$ cat config.mk
export PLATFORM = sky130hd
export DESIGN_NAME = neuron_spike_arbiter
export DESIGN_NICKNAME = d
export VERILOG_FILES = /design/src/rtl/neuron_spike_arbiter.sv
export SDC_FILE = /design/constraint.sdc
export NUM_CORES = 1
export LEC_CHECK = 0
export BUFFER_PORTS_ARGS = -buffer_cell sky130_fd_sc_hd__buf_2
export CAP_MARGIN = 20
export CELL_PAD_IN_SITES_DETAIL_PLACEMENT = 0
export CELL_PAD_IN_SITES_GLOBAL_PLACEMENT = 2
export CORE_MARGIN = 2
export CORE_UTILIZATION = 30
export CTS_CLUSTER_DIAMETER = 60
export DETAILED_ROUTE_END_ITERATION = 8
export GPL_ROUTABILITY_DRIVEN = 0
export PLACE_DENSITY_LB_ADDON = 0.2
export SKIP_CTS_REPAIR_TIMING = 1
export SYNTH_ARGS = -nofsm -noshare
export SYNTH_HDL_FRONTEND = slang
export SYNTH_SLANG_ARGS = --single-unit
$ cat constraint.sdc
create_clock -name clk -period 3.32 [get_ports clk]
set_input_delay 0.332 -clock clk [delete_from_list [all_inputs] [get_ports clk]]
set_output_delay 0.332 -clock clk [all_outputs]
set_load 0.01 [all_outputs]
$ cat src/rtl/neuron_spike_arbiter.sv
`default_nettype none
// ============================================================================
// Module   : neuron_spike_arbiter
// Brief    : Round-robin front-end sharing one async spiking neuron between
//            N_REQ clocked sources; acks/counts the neuron's output spikes.
//            Optional 2-flop input synchronizers: NEURON_ARB_SYNC_EN.
// Revision : 1.0 - initial release
// ============================================================================
module neuron_spike_arbiter #(
    parameter int N_REQ     = 4,
    parameter int W_WIDTH   = 8,
    parameter int CNT_WIDTH = 16,
    localparam int GW       = $clog2(N_REQ)
) (
    input  logic                     clk,
    input  logic                     rst,
    input  logic [N_REQ-1:0]         src_req,
    input  logic [N_REQ*W_WIDTH-1:0] src_weight,
    output logic [N_REQ-1:0]         src_ack,
    output logic                     n_req_in,
    input  logic                     n_ack_in,
    output logic [W_WIDTH-1:0]       n_weight,
    input  logic                     n_req_out,
    output logic                     n_ack_out,
    output logic                     busy,
    output logic [GW-1:0]            grant_idx,
    output logic                     spike_out,
    output logic [CNT_WIDTH-1:0]     spike_cnt
);

    localparam logic [GW-1:0]        c_LAST    = GW'(N_REQ - 1);
    localparam logic [GW:0]          c_NREQ    = (GW + 1)'(N_REQ);
    localparam logic [CNT_WIDTH-1:0] c_CNT_MAX = '1;

    typedef enum logic [1:0] {ARB = 2'd0, RISE = 2'd1, FALL = 2'd2} in_state_t;
    typedef enum logic [0:0] {O_IDLE = 1'b0, O_ACK = 1'b1} out_state_t;

    in_state_t            r_in_state;
    out_state_t           r_out_state;
    logic [GW-1:0]        r_ptr;
    logic [GW-1:0]        r_grant;
    logic [N_REQ-1:0]     r_src_ack;
    logic                 r_req_in;
    logic [W_WIDTH-1:0]   r_weight;
    logic                 r_busy;
    logic                 r_ack_out;
    logic                 r_spike;
    logic [CNT_WIDTH-1:0] r_cnt;

    logic                 w_ack_s;
    logic                 w_reqo_s;
    logic [N_REQ-1:0]     w_eligible;
    logic [GW:0]          w_idx;
    logic [GW-1:0]        w_pick;
    logic                 w_found;

`ifdef NEURON_ARB_SYNC_EN
    logic [1:0] r_ack_sync;
    logic [1:0] r_reqo_sync;

    always_ff @(posedge clk) begin
        if (rst) begin
            r_ack_sync  <= 2'b00;
            r_reqo_sync <= 2'b00;
        end else begin
            r_ack_sync  <= {r_ack_sync[0], n_ack_in};
            r_reqo_sync <= {r_reqo_sync[0], n_req_out};
        end
    end

    assign w_ack_s  = r_ack_sync[1];
    assign w_reqo_s = r_reqo_sync[1];
`else
    assign w_ack_s  = n_ack_in;
    assign w_reqo_s = n_req_out;
`endif

    // A source completing this cycle is masked so others get a turn first.
    always_comb begin
        w_eligible = src_req & ~r_src_ack;
        w_found    = 1'b0;
        w_pick     = '0;
        w_idx      = '0;
        for (int k = 0; k < N_REQ; k++) begin
            w_idx = {1'b0, r_ptr} + (GW + 1)'(k);
            if (w_idx >= c_NREQ) begin
                w_idx = w_idx - c_NREQ;
            end
            if (!w_found && w_eligible[w_idx[GW-1:0]]) begin
                w_found = 1'b1;
                w_pick  = w_idx[GW-1:0];
            end
        end
    end

    always_ff @(posedge clk) begin
        if (rst) begin
            r_in_state <= ARB;
            r_ptr      <= '0;
            r_grant    <= '0;
            r_src_ack  <= '0;
            r_req_in   <= 1'b0;
            r_weight   <= '0;
            r_busy     <= 1'b0;
        end else begin
            r_src_ack <= '0;
            case (r_in_state)
                ARB: begin
                    if (w_found) begin
                        r_in_state <= RISE;
                        r_req_in   <= 1'b1;
                        r_weight   <= src_weight[w_pick*W_WIDTH +: W_WIDTH];
                        r_grant    <= w_pick;
                        r_busy     <= 1'b1;
                    end
                end
                RISE: begin
                    if (w_ack_s) begin
                        r_in_state <= FALL;
                        r_req_in   <= 1'b0;
                    end
                end
                FALL: begin
                    if (!w_ack_s) begin
                        r_in_state         <= ARB;
                        r_src_ack[r_grant] <= 1'b1;
                        r_ptr              <= (r_grant == c_LAST) ? '0 : r_grant + 1'b1;
                        r_busy             <= 1'b0;
                    end
                end
                default: r_in_state <= ARB;
            endcase
        end
    end

    always_ff @(posedge clk) begin
        if (rst) begin
            r_out_state <= O_IDLE;
            r_ack_out   <= 1'b0;
            r_spike     <= 1'b0;
            r_cnt       <= '0;
        end else begin
            r_spike <= 1'b0;
            case (r_out_state)
                O_IDLE: begin
                    if (w_reqo_s) begin
                        r_out_state <= O_ACK;
                        r_ack_out   <= 1'b1;
                        r_spike     <= 1'b1;
                        if (r_cnt != c_CNT_MAX) begin
                            r_cnt <= r_cnt + 1'b1;
                        end
                    end
                end
                O_ACK: begin
                    if (!w_reqo_s) begin
                        r_out_state <= O_IDLE;
                        r_ack_out   <= 1'b0;
                    end
                end
                default: r_out_state <= O_IDLE;
            endcase
        end
    end

    assign src_ack   = r_src_ack;
    assign n_req_in  = r_req_in;
    assign n_weight  = r_weight;
    assign busy      = r_busy;
    assign grant_idx = r_grant;
    assign n_ack_out = r_ack_out;
    assign spike_out = r_spike;
    assign spike_cnt = r_cnt;

endmodule
`default_nettype wire

==> summary.txt <==
Logic synthesis
  • Mapped cell area: 2004 sq um
  • Mapped Cells: 217
  • Yosys reg bits: 39
  • Syn Area/Cell: 9.237 sq um
  • Number of synthesized flops with an enable pin: 0
  • Yosys cell types: 52
  • Syn Nets: 263
  • FFs w/ async S/R, synth: 0%
  • Warnings, synthesis: 0
  • Ys flop type: dfxtp_1
  • Post-synthesis sequential area ratio: 38.95%

Clocking
  • Clock root buffer master: clkbuf_8
  • Total CTS buffers: 5
  • CTS tree: built
  • Clock slew at reported path FFs: 0.07 ns
  • Clk sinks: 39
  • Clk Latency, worst-skew pair: 0.29 ns
  • H-tree depth: 2
  • CTS Buffer Depth: 2

Global route
  • Vias in the first global route: 1789
  • Met1 Track Usage GR: 16.62%
  • Total GRT Usage: 13.75%
  • Global-route wire length before repair: 8.176 mm
  • Met3 usage: 4.427%
  • Grt ovf: 0
  • Met2 usage: 23.01%
  • Initial antenna violation count: 0
  • Busiest metal layer after global routing: met2
  • Largest net degree at the start of global routing: 32

Worst setup path
  • Req. time, crit path: 3.48 ns
  • CP Cell Sequence: ha_1 -> nand4_1 -> nor4_1 -> nor2_1 -> xnor2_1 -> nor2_1
  • Critical path class: reg -> reg
  • CP max-delay cell: nor4_1
  • Worst-path fanout max: 7
  • Arrival @ worst endpoint: 2.27 ns
  • Setup crit start: spike_cnt[0]
  • R2R depth: 6
  • Most common cell type on the critical path: nor2_1
  • Crit path launch type: flip-flop
  • Slowest stage delay, CP: 0.62 ns
  • FF-to-FF Start: spike_cnt[0]
  • Crit. End Element: flip-flop

Power
  • Switching pwr: 0.2694 mW
  • Internal: 0.8104 mW
  • Pwr dens: 426.4 nW/um^2
  • Gate power share: 14.9%
  • Leak pwr: 1.152 nW
  • Power share of the clock group: 38.1%
  • Peak VDD IR: 190.8 uV
  • Switching Fraction: 24.95%
  • Sequential Power Share: 47.0%

Place
  • DP Wirelength: 3.625 mm
  • I/O Buffers: 73
  • Dpl cells: 360

Route
  • Final Routed Wirelength: 4.815 mm
  • Drt wl/cell: 13.08 um
  • Residual DRC: 3
  • Initial DRC Count: 84
  • Pre-antenna DRT Iters: 8
  • Vias: 1822
  • Routed Antenna Nets: 0
  • Vias per std cell: 4.951

Die
  • Die H: 85.74 um
  • Row count: 29
  • Die W: 85.74 um
  • Initial Util: 31.21%
  • Core Region: 6422 sq um
  • Die area: 7351 sq um
  • # IOs: 74

Finish
  • Fraction of layout instances using a drive strength above 1: 30.93%
  • Layout fillers: 674
  • Layout Cells excl Fill: 368
  • Ant diodes: 0
  • Most frequent cells in the layout: buf_2 (73), dfxtp_1 (39), nor2_1 (23)
  • Fin util: 39.43%
  • Final nets: 336
  • Syn-to-layout area delta: 26.34%
  • Most common library cell in the layout ignoring fill and taps: buf_2

Timing
  • Fmax: 475.2 MHz
  • RSZ-0062 raised after global routing: no
  • Slew Viols, Final: 0
  • Minimum clock period: 2.104 ns
  • Slew margin rel.: 54.18%
  • Worst-Margin Slew: 0.6811 ns
  • Fin Setup TNS: 0 ns
  • Crit share post-route: 63.39%
  • Setup-failing EPs final: 0
  • Clock Skew: 0.003422 ns
  • Count of final hold-check violations: 0

Worst hold path
  • Hold Path Depth: 2
  • Worst hold path startpoint: n_ack_in
  • Hold/Removal Path Class: in -> reg

Job
  • Max-cap violations: 0

Run status
  • Failing checks: design-rule violations
  • Outcome: finished with violations
## area by class of cell
| cell class | count | area [sq um] | share of cell area, % |
|---|---|---|---|
| clock buffer | 6 | 82.58 | 3.261 |
| clock inverter | 2 | 35.03 | 1.383 |
| inverter | 8 | 30.03 | 1.186 |
| multi-input combinational | 163 | 1142 | 45.11 |
| sequential | 39 | 780.7 | 30.83 |
| tap | 77 | 96.34 | 3.804 |
| timing repair buffer | 73 | 365.4 | 14.43 |
## worst max-delay path: cells and delay by family (launching register included)
family,cells,cell delay [ns]
fa+ha+maj,1,0.24
simple gates,4,1.16
flops,1,0.41
xor+xnor,1,0.17
## power groups by stage
stage          sequential, mW  combinational [mW]  clock, mW
2_1_floorplan           0.527              0.0978          0
3_3_place_gp            0.519               0.165          0
3_5_place_dp            0.519               0.164          0
4_1_cts                 0.508               0.165      0.429
5_1_grt                 0.513               0.181      0.445
6_report                0.508               0.161      0.411
## per-layer routing
metal | part of all wire [%] | routed length (um)
met5 | 0 | 0
met4 | 1.3 | 62
met3 | 5.6 | 272
met2 | 49 | 2345
met1 | 44 | 2134
## synth_stat cells (all sizes together) (2+ instances only)
library cell / count / share of area (%)
nand2b: 2 / 0.75
nand4: 5 / 1.9
a21boi: 2 / 1.3
nand3: 5 / 1.2
xnor2: 10 / 4.4
nor2b: 4 / 1.6
nor2: 24 / 4.6
a211oi: 2 / 0.75
buf: 3 / 1.7
nand2: 16 / 3.0
and2: 5 / 1.6
nor4: 3 / 1.2
o221ai: 7 / 3.1
clkbuf: 4 / 0.81
o41ai: 2 / 2.2
and2b: 3 / 1.1
nor3b: 2 / 0.75
dfxtp: 39 / 39
or3: 5 / 1.6
nor3: 10 / 2.5
a21oi: 13 / 3.2
ha: 6 / 3.7
mux2i: 16 / 8.0
o21ai: 4 / 1.0
inv: 8 / 1.5
## registers in the layout, summed over array words and instances, names as in the netlist
register,flops
busy,1
grant_idx,2
n_ack_out,1
n_req_in,1
n_weight,8
r_in_state,2
r_out_state,1
r_ptr,2
spike_cnt,16
spike_out,1
src_ack,4
## stage by stage
stage               cell area [sq um]  setup WS (ns)  total power [mW]  hold WS, ns
global placement                 2415          1.180            0.6837       0.4415
global route                     2532         0.9483             1.139       0.2742
floorplan                        2004          1.519            0.6244       0.4466
CTS                              2532          1.211             1.102       0.2607
detailed placement               2415          1.173            0.6833       0.4463
finish                           2532          1.216             1.080       0.2680
## path summary, 6_finish.rpt
path                   end  slack (ns)
max           spike_cnt[5]        1.22
min          r_in_state[0]        0.27
max reg2reg   spike_cnt[5]        1.22
min reg2reg           busy        0.46
## cell families after synthesis
logic type      synth area share, %
compound gates                16.36
xor+xnor                      4.806
mux                           7.990
flops                         38.95
buf+inv                       4.057
fa+ha+maj                     3.745
simple gates                  24.10
Power figures use the tool's default switching activity.
